$ cat src/rtl/video_timing_gen.sv
// video_timing_gen: free-running raster timing generator.
// The h/v counters form the fetch stage: fetch_* is their combinational decode,
// so a pixel source gets one cycle to respond. de/hs/vs/x/y/frame_start are the
// registered decode of the counters, exactly one clock behind the matching fetch_*.
`timescale 1ns/1ps
module video_timing_gen #(
    parameter int H_ACTIVE = 1280,
    parameter int H_FRONT  = 110,
    parameter int H_SYNC   = 40,
    parameter int H_BACK   = 220,
    parameter int V_ACTIVE = 720,
    parameter int V_FRONT  = 5,
    parameter int V_SYNC   = 5,
    parameter int V_BACK   = 20,
    parameter bit HS_POL   = 1'b1,
    parameter bit VS_POL   = 1'b1
) (
    input  logic        clk,
    input  logic        reset_n,
    output logic        fetch_valid,
    output logic [10:0] fetch_x,
    output logic [10:0] fetch_y,
    output logic        de,
    output logic        hs,
    output logic        vs,
    output logic [10:0] x,
    output logic [10:0] y,
    output logic        frame_start
);

    // Totals must not exceed 2048 so that the last count fits the 11-bit counters.
    localparam int H_TOTAL = H_ACTIVE + H_FRONT + H_SYNC + H_BACK;
    localparam int V_TOTAL = V_ACTIVE + V_FRONT + V_SYNC + V_BACK;

    // 12-bit boundaries so a limit of exactly 2048 still compares correctly.
    localparam logic [11:0] H_ACT_C  = 12'(H_ACTIVE);
    localparam logic [11:0] HS_BEG_C = 12'(H_ACTIVE + H_FRONT);
    localparam logic [11:0] HS_END_C = 12'(H_ACTIVE + H_FRONT + H_SYNC);
    localparam logic [11:0] V_ACT_C  = 12'(V_ACTIVE);
    localparam logic [11:0] VS_BEG_C = 12'(V_ACTIVE + V_FRONT);
    localparam logic [11:0] VS_END_C = 12'(V_ACTIVE + V_FRONT + V_SYNC);
    localparam logic [10:0] H_LAST_C = 11'(H_TOTAL - 1);
    localparam logic [10:0] V_LAST_C = 11'(V_TOTAL - 1);

    // Counter value strictly below a limit.
    function automatic logic below(input logic [10:0] cnt, input logic [11:0] lim);
        return {1'b0, cnt} < lim;
    endfunction

    // Counter value inside the half-open window [lo, hi).
    function automatic logic in_window(input logic [10:0] cnt,
                                       input logic [11:0] lo,
                                       input logic [11:0] hi);
        return ({1'b0, cnt} >= lo) && ({1'b0, cnt} < hi);
    endfunction

    logic [10:0] h_cnt_q, h_cnt_d;
    logic [10:0] v_cnt_q, v_cnt_d;
    logic        de_q, de_d;
    logic        hs_q, hs_d;
    logic        vs_q, vs_d;
    logic [10:0] x_q, x_d;
    logic [10:0] y_q, y_d;
    logic        frame_start_q, frame_start_d;

    // Next-state of the raster counters and decode of the current position.
    always_comb begin
        h_cnt_d = h_cnt_q + 11'd1;
        v_cnt_d = v_cnt_q;
        if (h_cnt_q == H_LAST_C) begin
            h_cnt_d = '0;
            v_cnt_d = (v_cnt_q == V_LAST_C) ? '0 : v_cnt_q + 11'd1;
        end

        fetch_valid   = below(h_cnt_q, H_ACT_C) && below(v_cnt_q, V_ACT_C);
        de_d          = fetch_valid;
        hs_d          = in_window(h_cnt_q, HS_BEG_C, HS_END_C) ? HS_POL : ~HS_POL;
        vs_d          = in_window(v_cnt_q, VS_BEG_C, VS_END_C) ? VS_POL : ~VS_POL;
        x_d           = h_cnt_q;
        y_d           = v_cnt_q;
        frame_start_d = (h_cnt_q == '0) && (v_cnt_q == '0);
    end

    // Stage 0: raster position counters.
    always_ff @(posedge clk or negedge reset_n) begin
        if (!reset_n) begin
            h_cnt_q <= '0;
            v_cnt_q <= '0;
        end else begin
            h_cnt_q <= h_cnt_d;
            v_cnt_q <= v_cnt_d;
        end
    end

    // Stage 1: display outputs, one clock behind the fetch position.
    always_ff @(posedge clk or negedge reset_n) begin
        if (!reset_n) begin
            de_q          <= 1'b0;
            hs_q          <= ~HS_POL;
            vs_q          <= ~VS_POL;
            x_q           <= '0;
            y_q           <= '0;
            frame_start_q <= 1'b0;
        end else begin
            de_q          <= de_d;
            hs_q          <= hs_d;
            vs_q          <= vs_d;
            x_q           <= x_d;
            y_q           <= y_d;
            frame_start_q <= frame_start_d;
        end
    end

    assign fetch_x     = h_cnt_q;
    assign fetch_y     = v_cnt_q;
    assign de          = de_q;
    assign hs          = hs_q;
    assign vs          = vs_q;
    assign x           = x_q;
    assign y           = y_q;
    assign frame_start = frame_start_q;

endmodule

$ cat config.mk
export PLATFORM = sky130hd
export DESIGN_NAME = video_timing_gen
export DESIGN_NICKNAME = d
export VERILOG_FILES = /design/src/rtl/video_timing_gen.sv
export SDC_FILE = /design/constraint.sdc
export NUM_CORES = 1
export LEC_CHECK = 0
export CORE_AREA = 2 2 68 70
export DETAILED_ROUTE_END_ITERATION = 8
export DIE_AREA = 0 0 70 72
export PLACE_DENSITY = 0.77
export SLEW_MARGIN = 10
export SYNTH_ARGS = -nofsm -noshare
export SYNTH_HDL_FRONTEND = slang
export SYNTH_SLANG_ARGS = --single-unit
$ cat constraint.sdc
create_clock -name clk -period 2.3 [get_ports clk]
set_clock_uncertainty 0.1 [all_clocks]
set_input_delay 0.46 -clock clk [delete_from_list [all_inputs] [get_ports clk]]
set_output_delay 0.46 -clock clk [all_outputs]
set_load 0.05 [all_outputs]
Word-level counts from Yosys, hierarchy flattened
Cells that the tools add are included.

Output and inout bits: 49. Flip-flop bits (word level): 48.

Reductions and logical operators: 6. Mux-type cells: 4. Eq/ne operators: 2. $add $sub $neg: 2. $lt $le $gt $ge: 6.

Operators with widths (number): adder 11 x 1 -> 11 bit, second input constant (2); zero test 11 bit (2); < comparator 11 x 10 -> 1 bit, second input constant (2); < comparator 11 bit, second input constant (2); two-way mux 11 bit (2); == test 11 x 10 -> 1 bit, second input constant (1); == test 11 bit, second input constant (1); >= comparator 11 x 10 -> 1 bit, second input constant (1); >= comparator 11 bit, second input constant (1); logical AND 1 bit (4); two-way mux 1 bit (2).

Logic depth before layout (Yosys ltp)
Gate-level depths: netlist of run 1.

Depth after elaboration: 3. Depth in mapped cells: 7. Gate-level depth less buffers: 6.

Worst setup path after synthesis of run 1
No wires, ideal clock.

Path type: register to output. From: register v_cnt_q[8] (netlist: fetch_y[8]). To: output fetch_valid. Data required time: 1.740 ns. Cell stages (with the launch flop): 5. Slack: -0.887 ns. Buffers on the path: 0. Arrival time: 2.627 ns. Path through: dfrtp_1 or2_1 or2_2 nor2_1 nor4bb_1.

Longest elaborated chain between the ends: 2.

RTL lines: start, declared (RTL line 58) `logic [10:0] v_cnt_q, v_cnt_d;`; start signal, assigned (RTL line 91) `v_cnt_q <= v_cnt_d;`; < comparator 11 x 10 -> 1 bit (RTL line 47) `return {1'b0, cnt} < lim;`; logical AND 1 bit (RTL line 75) `fetch_valid = below(h_cnt_q, H_ACT_C) && below(v_cnt_q, V_ACT_C);`; end, declared (RTL line 20) `output logic fetch_valid,`.

Every way passes these cells.

Worst setup path in the final report of run 1
From: register h_cnt_q[9] (netlist: fetch_x[9]). To: output fetch_x[9].

RTL lines: start, declared (RTL line 57) `logic [10:0] h_cnt_q, h_cnt_d;`; start signal, assigned (RTL line 90) `h_cnt_q <= h_cnt_d;`; end, declared (RTL line 21) `output logic [10:0] fetch_x,`.

No word-level cell between the ends.

==> results.toml, run 1 <==
[worst_hold_path]
kind_of_path_behind_the_tightest_hold_check = "in2async"

[cells_and_area]
nets = 242
area.growth.synth_to_final_pct = 37.7
fin_area_um2 = 2770
final_layout_size_suffix_gt1_share_pct = 17.0
antenna-diode-count = 0

[synthesis]
synth_warnings = 0
ys_seq_area_share_pct = 59.8
most_used_standard_cell_by_instance_count_after_synthesis = "sky130_fd_sc_hd__dfrtp_1"
synthArstFlopShare_pct = 100
synth_top_area_share_pct = 59.8
syn-cell-area_um2 = 2010
synthTopCellsByCount = "48 x sky130_fd_sc_hd__dfrtp_1, 16 x sky130_fd_sc_hd__nor2_1, 10 x sky130_fd_sc_hd__nand2_1"
synth_top_cells_by_area = "sky130_fd_sc_hd__dfrtp_1 60%, sky130_fd_sc_hd__ha_1 3.7%, sky130_fd_sc_hd__nor2_1 3.0%"
postSynthNetCount = 182
synth_area_leader_cell = "sky130_fd_sc_hd__dfrtp_1"
cells_after_synth = 174
netlist-cell-type-count = 42
ys_dominant_reg_cell = "sky130_fd_sc_hd__dfrtp_1"
synth.ff_latch_count = 48
synth_enable_flop_cells = 0
mean_post_synth_cell_area_um2 = 11.5

[sta]
timing_max_transition_violations_final = 0
max_slew.worst_pin.slew_ns = 0.609
fmax_mhz = 449
final.setup.tns_ns = 0
setup_viol = 0
timing.final.ws_setup_ns = 0.0729
slew_headroom_pct = 59.0
grt_setup_unrepaired = "true"
report.final.hold_viol_count = 0
final.period_utilization_pct = 96.8
period_minus_ws_final_ns = 2.23

[clock_tree]
holdBufCountCts = 0
cts_made_buffers = 5
worst_setup_hold_path_clk_slew_ns = 0.09
h-tree-depth = 2
root_buffer = "sky130_fd_sc_hd__clkbuf_8"
clock_tree.buffer_depth = 2
clock_latency_ns = 0.30
numClockSinks = 48
tritoncts = "yes"

[critical_path]
critPathMaxStageDelay_ns = 0.86
setup.worst_path.class = "reg2out"
crit_path_cell_trace = "clkdlybuf4s50_1"
crit_path_start_kind = "flop"
worst-path-max-fanout = 8
critPathSlowestCell = "sky130_fd_sc_hd__clkdlybuf4s50_1"
critPathTopFamily = "buffers and inverters"
critPathCaptureType = "primary output"
required_ns = 1.74
cp.arrival_ns = 1.67
crit_buf_inv = 1

[route]
drt_pass1_iterations = 4
route.detailed.drc = 0
routed_wl_um = 4340
postRouteAntennaNets = 0
detail_route.iter0.violations = 161
avgRoutedWirePerCell_um = 15.1
vias = 1528
viasPerCell = 5.32

[grt]
initial_antenna_violation_count = 0
grt_max_degree = 26
grt_pass1_wl_um = 7450
grtUsageTotal_pct = 18.9
first_global_vias = 1545
gr_ovfl_total = 0

[job]
max_cap_violations = 0

[pwr]
total_switching_power_mw = 0.293
clock_power_share_pct = 40.9
power_frac_seq_pct = 57.7
power_per_cell_area_nw_per_um2 = 528
p_comb_share_pct = 1.4
power.internal_mw = 1.17
switching_power_as_a_share_of_total_power_pct = 20.0
peak_supply_drop_mv = 0.401
power.leakage_nw = 1.30

[die]
floorplan.die.width_um = 70
floorplan.die.height_um = 72
fp.coreArea_um2 = 4260
row_cnt = 24
number_of_i_o_pins = 51
initial_standard_cell_utilization_of_the_core_pct = 47.1
die_area_um2 = 5040

[placed_design]
numPortBuffers = 50
final_hpwl_from_detailed_placement_um = 3070
placer_congestion = 0.877
pre_cts_ws_ns = 0.262
placed_cell_area_um2 = 2620

[status]
status = "complete, no violations"
==> through the flow <==
stage / cells / hold WS [ns] / utilization [%] / power, mW
after floorplan: 174 / 0.0644 / - / 0.860
after global placement: 277 / 0.332 / 61.5 / 0.881
after detailed placement: 277 / 0.341 / 61.5 / 0.882
after CTS: 287 / 0.0527 / 64.6 / 1.48
after global routing: 287 / 0.0746 / 64.8 / 1.52
final: 287 / 0.0443 / 64.8 / 1.46
==> worst reg2reg max path, stage by stage, from the launching register on <==
cell,delay [ns]
sky130_fd_sc_hd__dfrtp_1,0.47
sky130_fd_sc_hd__inv_1,0.14
sky130_fd_sc_hd__ha_1,0.18
sky130_fd_sc_hd__nand4_1,0.13
sky130_fd_sc_hd__or4_1,0.58
sky130_fd_sc_hd__nand2_1,0.18
sky130_fd_sc_hd__o2bb2ai_1,0.10
==> final cells by class <==
cell class | instances | area, um^2
Clock inverter | 3 | 42.5
Timing Repair Buffer | 64 | 614
Multi-Input combinational cell | 108 | 743
Inverter | 7 | 26.3
Tap cell | 52 | 65.1
Fill cell | 348 | 1500
Sequential cell | 48 | 1200
Clock buffer | 5 | 68.8
==> flip-flops by register name, indices dropped and copies added, names as in the netlist <==
register	count
vs	1
x	11
y	11
frame_start	1
fetch_x	11
hs	1
de	1
fetch_y	11
==> logic make-up after synthesis <==
family,after synthesis,share of synthesized area (%)
xor gates and xnor gates,11,4.80
DFF,48,59.8
buffers and inverters,18,4.05
AOI/OAI and AO/OA,24,8.10
muxes,1,0.747
adders and majority gates,6,3.74
and+or+nand+nor,66,18.8
==> path summary, 6_finish.rpt <==
path | from | endpoint | slack [ns] | depth (start not counted)
max in group asynchronous | reset_n | fetch_y[8] | 1.52 | 2
worst min register to register | fetch_y[6] | y[6] | 0.42 | 0
worst max register to register | fetch_y[1] | fetch_y[3] | 0.31 | 6
worst max-delay path | fetch_x[9] | fetch_x[9] | 0.07 | 1
worst min-delay path | reset_n | x[0] | 0.04 | 1
min in group clk | fetch_y[6] | y[6] | 0.42 | 0
==> power groups by stage <==
stage	sequential (mW)	combinational [mW]	clock, mW
floorplan	0.860	0.000000336	0
global placement	0.860	0.0212	0
detailed placement	0.860	0.0218	0
CTS	0.843	0.0218	0.619
global route	0.843	0.0242	0.652
finish	0.843	0.0203	0.598
==> cells in the final DEF (no fill, tap or decap), types with 2 or more instances in the layout <==
master,synthesis,layout
sky130_fd_sc_hd__dfrtp_1,48,45
sky130_fd_sc_hd__inv_1,7,7
sky130_fd_sc_hd__nand2b_1,2,2
sky130_fd_sc_hd__o2bb2ai_1,2,2
sky130_fd_sc_hd__dlymetal6s2s_1,0,3
sky130_fd_sc_hd__xnor2_1,6,6
sky130_fd_sc_hd__nand4_1,5,5
sky130_fd_sc_hd__and3_1,3,3
sky130_fd_sc_hd__a21oi_1,3,3
sky130_fd_sc_hd__nor4b_1,2,2
sky130_fd_sc_hd__clkdlybuf4s50_1,0,42
sky130_fd_sc_hd__nand2_1,10,10
sky130_fd_sc_hd__a31oi_1,3,3
sky130_fd_sc_hd__nor4_1,3,3
sky130_fd_sc_hd__buf_4,1,16
sky130_fd_sc_hd__nand4_2,2,2
sky130_fd_sc_hd__nand3_1,8,8
sky130_fd_sc_hd__clkbuf_8,0,5
sky130_fd_sc_hd__and4_1,3,3
sky130_fd_sc_hd__nor2_1,16,15
sky130_fd_sc_hd__o21ai_0,6,6
sky130_fd_sc_hd__a41oi_1,3,3
sky130_fd_sc_hd__xor2_1,5,5
sky130_fd_sc_hd__ha_1,6,6
sky130_fd_sc_hd__nor3_1,3,3
sky130_fd_sc_hd__dfrtp_2,0,3
==> routing by layer <==
layer	global-route usage [%]	share of wire [%]	vias up
li1	-	-	731
met1	25.6	46	734
met2	29.4	47	55
met3	4.86	5.0	8
met4	8.12	2.0	0
met5	0	0	-
==> repair_timing <==
item / 4_1_cts / 5_1_grt
setup endpoints to repair: 1 / 4
gates resized for setup: 1 / 5
buffers inserted: 2 / 0
Power figures use the tool's default switching activity.
==> run 2: changes to the inputs <==
==> constraint.sdc (replaced) <==
create_clock -name clk -period 2.1 [get_ports clk]
set_clock_uncertainty 0.1 [all_clocks]
set_input_delay 0.42 -clock clk [delete_from_list [all_inputs] [get_ports clk]]
set_output_delay 0.42 -clock clk [all_outputs]
set_load 0.05 [all_outputs]
==> results.toml, run 2 (synthesis results as in run 1) <==
[cells_and_area]
final_cell_count_no_fill = 299
final.fill_count = 341
nets = 254
fin_area_um2 = 2840
area.growth.synth_to_final_pct = 41.2
final_layout_size_suffix_gt1_share_pct = 30.8
final_cell_mix = "46 x sky130_fd_sc_hd__buf_4, 41 x sky130_fd_sc_hd__dfrtp_1, 27 x sky130_fd_sc_hd__clkdlybuf4s50_1, 14 x sky130_fd_sc_hd__nor2_1, 10 x sky130_fd_sc_hd__nand2_1"
finish.utilization_pct = 66.5
final_common_cell = "sky130_fd_sc_hd__buf_4"
antenna-diode-count = 0

[sta]
slew_headroom_pct = 65.8
final.period_utilization_pct = 98.2
timing_max_transition_violations_final = 0
whs_ns = -0.0166
setup_viol = 0
fmax_mhz = 485
grt_setup_unrepaired = "true"
report.final.hold_viol_count = 21
period_minus_ws_final_ns = 2.06
max_slew.worst_pin.slew_ns = 0.511

[status]
status = "complete, but fails checks"
failed_checks = "hold timing"

[critical_path]
crit_buf_inv = 1
worst-path-max-fanout = 4
critPathCaptureType = "primary output"
crit_path_cell_trace = "or2_4 > or2_4 > nor2_4 > nor4bb_4 > buf_12"
setup.worst_path.class = "reg2out"
critPathMaxStageDelay_ns = 0.43
cp.arrival_ns = 1.54
rr_startpoint = "fetch_y[8]"
required_ns = 1.58
critical_path.startpoint = "fetch_y[8]"
critPathSlowestCell = "sky130_fd_sc_hd__dfrtp_2"
path_common_cell = "sky130_fd_sc_hd__or2_4"
critPathTopFamily = "simple AND/OR/NAND/NOR gates"
crit_path_start_kind = "flop"

[route]
route.detailed.drc = 0
drt_pass1_iterations = 4
routed_wl_um = 4270
postRouteAntennaNets = 0
viasPerCell = 5.19
detail_route.iter0.violations = 113
vias = 1552
avgRoutedWirePerCell_um = 14.3

[pwr]
total_switching_power_mw = 0.307
switching_power_as_a_share_of_total_power_pct = 19.3
power_per_cell_area_nw_per_um2 = 560
p_comb_share_pct = 1.4
power_frac_seq_pct = 58.1
clock_power_share_pct = 40.5
power.leakage_nw = 1.34
peak_supply_drop_mv = 0.372
power.internal_mw = 1.28

[placed_design]
placer_congestion = 0.811
numPortBuffers = 50
final_hpwl_from_detailed_placement_um = 2880
dp_cells = 277
placed_cell_area_um2 = 2600

[grt]
gr_ovfl_total = 0
grt_pass1_wl_um = 7280
initial_antenna_violation_count = 0
grt_max_degree = 28
grtUsageTotal_pct = 18.3
first_global_vias = 1472

[die]
die_area_um2 = 5040
floorplan.die.width_um = 70
initial_standard_cell_utilization_of_the_core_pct = 47.1
fp.coreArea_um2 = 4260
number_of_i_o_pins = 51
floorplan.die.height_um = 72
row_cnt = 24

[clock_tree]
clock_latency_ns = 0.30
numClockSinks = 48
tritoncts = "yes"
root_buffer = "sky130_fd_sc_hd__clkbuf_8"
worst_setup_hold_path_clk_slew_ns = 0.09
h-tree-depth = 2
clock_tree.buffer_depth = 2
cts_made_buffers = 5

[job]
max_cap_violations = 0

[worst_hold_path]
kind_of_path_behind_the_tightest_hold_check = "in2async"
[run 2: cell count changes in the layout (fill, tap and decap cells not counted), moves of 2 or more]
cell and delta:
sky130_fd_sc_hd__buf_4 +30, sky130_fd_sc_hd__clkdlybuf4s50_1 -15, sky130_fd_sc_hd__dfrtp_1 -4, sky130_fd_sc_hd__dfrtp_2 +4
sky130_fd_sc_hd__dlymetal6s2s_1 -3, sky130_fd_sc_hd__nor2_4 +2, sky130_fd_sc_hd__or2_4 +2
[run 2: area by class of cell]
cell class / count / area, um^2 / area share [%]
clock buffer: 6 / 72.6 / 2.56
multi-input combinational: 108 / 766 / 27.0
tap: 52 / 65.1 / 2.29
inverter: 7 / 26.3 / 0.927
timing repair buffer: 76 / 661 / 23.3
sequential: 48 / 1210 / 42.7
clock inverter: 2 / 35.0 / 1.24
[run 2: worst paths after layout]
check,to,slack [ns],cells after the start
max,fetch_valid,0.04,5
min,y[5],-0.02,1
max reg2reg,fetch_y[3],0.16,5
min reg2reg,y[5],0.42,0
max in group asynchronous,fetch_y[10],1.39,2
min in group clk,y[5],0.42,0
[run 2: worst reg2reg max path: cells and delay by family (launching register included)]
kind	cells	cell delay [ns]
buffers and inverters	1	0.14
AND/OR/NAND/NOR	3	1.08
flip-flops	1	0.43
AO/OA/AOI/OAI	1	0.08
[run 2: per-layer routing]
layer	vias up	wire, um	global-route usage, %
li1	759	-	-
met1	739	2030	25.9
met2	47	1970	27.3
met3	7	209	4.31
met4	0	60	7.91
met5	-	0	0
[run 2: what timing repair did]
action                     in CTS  in global routing
pin swaps                       1                  3
hold buffers                    0                  0
resized for setup               3                  2
setup endpoints to repair       1                  1
buffers inserted                6                  8
[run 2: stage by stage]
stage / setup slack, ns / setup TNS, ns / total power, mW
CTS: 0.0148 / 0 / 1.61
detailed placement: 0.239 / 0 / 0.966
global placement: 0.259 / 0 / 0.965
floorplan: -0.0291 / -0.0291 / 0.942
finish: 0.0386 / 0 / 1.59
global route: -0.0412 / -0.0412 / 1.64
[run 2: power by group through the flow]
stage	Clock [mW]	Combinational (mW)	Sequential [mW]
2_1_floorplan	0	0.000000346	0.942
3_3_place_gp	0	0.0237	0.942
3_5_place_dp	0	0.0244	0.942
4_1_cts	0.660	0.0244	0.923
5_1_grt	0.694	0.0271	0.923
6_report	0.643	0.0221	0.923
==> run 3: changes to the inputs <==
--- a/config.mk
+++ b/config.mk
@@ -9,6 +9,7 @@
 export DETAILED_ROUTE_END_ITERATION = 8
 export DIE_AREA = 0 0 70 72
 export PLACE_DENSITY = 0.77
+export SKIP_CTS_REPAIR_TIMING = 1
 export SLEW_MARGIN = 10
 export SYNTH_ARGS = -nofsm -noshare
 export SYNTH_HDL_FRONTEND = slang
==> results.toml, run 3 (synthesis results as in run 1) <==
[status]
status = "complete, but fails checks"
failed_checks = "hold timing"

[grt]
gr_ovfl_total = 0
initial_antenna_violation_count = 0
grtUsageTotal_pct = 18.0
first_global_vias = 1464
grt_max_degree = 28
grt_pass1_wl_um = 7160

[critical_path]
setup.worst_path.class = "reg2out"
timing.reg2reg.setup_slack_ns = 0.17
critPathCaptureType = "primary output"
worst-path-max-fanout = 3
reg2reg_depth = 5
crit_path_start_kind = "flop"
required_ns = 1.58
rr_startpoint = "fetch_y[8]"
worst_r2r_endpoint = "fetch_y[3]"
cp.arrival_ns = 1.55

[sta]
fmax_mhz = 482
final.setup.tns_ns = 0
slew_headroom_pct = 65.5
period_minus_ws_final_ns = 2.07
setup_viol = 0
final.period_utilization_pct = 98.8
timing_max_transition_violations_final = 0
max_slew.worst_pin.slew_ns = 0.516
timing.final.ws_setup_ns = 0.0251
grt_setup_unrepaired = "true"
whs_ns = -0.0179
report.final.hold_viol_count = 21

[clock_tree]
clock_tree.buffer_depth = 2
cts_made_buffers = 5
tritoncts = "yes"
h-tree-depth = 2
root_buffer = "sky130_fd_sc_hd__clkbuf_8"
clock_latency_ns = 0.30
numClockSinks = 48
worst_setup_hold_path_clk_slew_ns = 0.09

[die]
fp.coreArea_um2 = 4260
number_of_i_o_pins = 51
floorplan.die.width_um = 70
floorplan.die.height_um = 72
initial_standard_cell_utilization_of_the_core_pct = 47.1
row_cnt = 24
die_area_um2 = 5040

[cells_and_area]
final_common_cell = "sky130_fd_sc_hd__buf_4"
nets = 260
fin_area_um2 = 2880
final_cell_mix = "52 x sky130_fd_sc_hd__buf_4, 41 x sky130_fd_sc_hd__dfrtp_1, 27 x sky130_fd_sc_hd__clkdlybuf4s50_1, 14 x sky130_fd_sc_hd__nor2_1, 10 x sky130_fd_sc_hd__nand2_1"
area.growth.synth_to_final_pct = 43.4
finish.utilization_pct = 67.5
final_cell_count_no_fill = 305
final_layout_size_suffix_gt1_share_pct = 32.4
antenna-diode-count = 0

[pwr]
totalPowerFinal_mw = 1.59
power_per_cell_area_nw_per_um2 = 552
peak_supply_drop_mv = 0.371
power.leakage_nw = 1.38

[route]
drt_pass1_iterations = 4
postRouteAntennaNets = 0
viasPerCell = 5.12
detail_route.iter0.violations = 86
avgRoutedWirePerCell_um = 14.2
route.detailed.drc = 0
routed_wl_um = 4350
vias = 1563

[worst_hold_path]
kind_of_path_behind_the_tightest_hold_check = "in2async"

[placed_design]
final_hpwl_from_detailed_placement_um = 2880
placed_cell_area_um2 = 2600
pre_cts_ws_ns = 0.239
dp_cells = 277
numPortBuffers = 50
placer_congestion = 0.811

[job]
max_cap_violations = 0
==> run 3: cell types whose count changed in the layout (fill, tap and decap cells not counted) <==
cell                    before  now
sky130_fd_sc_hd__buf_4      46   52
==> run 3: worst max-delay path by stage <==
stage	from	end	slack (ns)	depth (start not counted)
after floorplan	fetch_y[10]	fetch_valid	-0.03	4
after global placement	fetch_y[10]	fetch_valid	0.26	5
after detailed placement	fetch_y[10]	fetch_valid	0.24	5
after CTS	fetch_y[10]	fetch_valid	-0.09	5
after global routing	fetch_y[9]	fetch_valid	-0.05	5
final	fetch_y[8]	fetch_valid	0.03	5
==> run 3: metal layers <==
metal	vias to the layer above	GRT usage, %	routed length (um)
met1	741	25.4	2090
met3	6	4.31	213
met4	0	7.91	66
met5	-	0	0
met2	45	26.8	1980
li1	771	-	-
==> run 3: area by class of cell <==
class	count	area, um^2
inverter	7	26.3
multi-input combinational	108	766
timing repair buffer	82	706
clock buffer	6	72.6
sequential	48	1210
tap	52	65.1
fill	335	1380
clock inverter	2	35.0
==> run 3: power by group <==
part | switching, mW | internal [mW] | total, mW
Sequential | 0 | 0.923 | 0.923
Clock | 0.290 | 0.353 | 0.644
Combinational | 0.0177 | 0.00437 | 0.0220
==> run 3: critical path, cell delays in order, from the launching register on <==
cell                       delay [ns]
sky130_fd_sc_hd__dfrtp_2         0.42
sky130_fd_sc_hd__or2_4           0.26
sky130_fd_sc_hd__or2_4           0.26
sky130_fd_sc_hd__nor2_4          0.10
sky130_fd_sc_hd__nor4bb_4        0.07
sky130_fd_sc_hd__buf_12          0.15
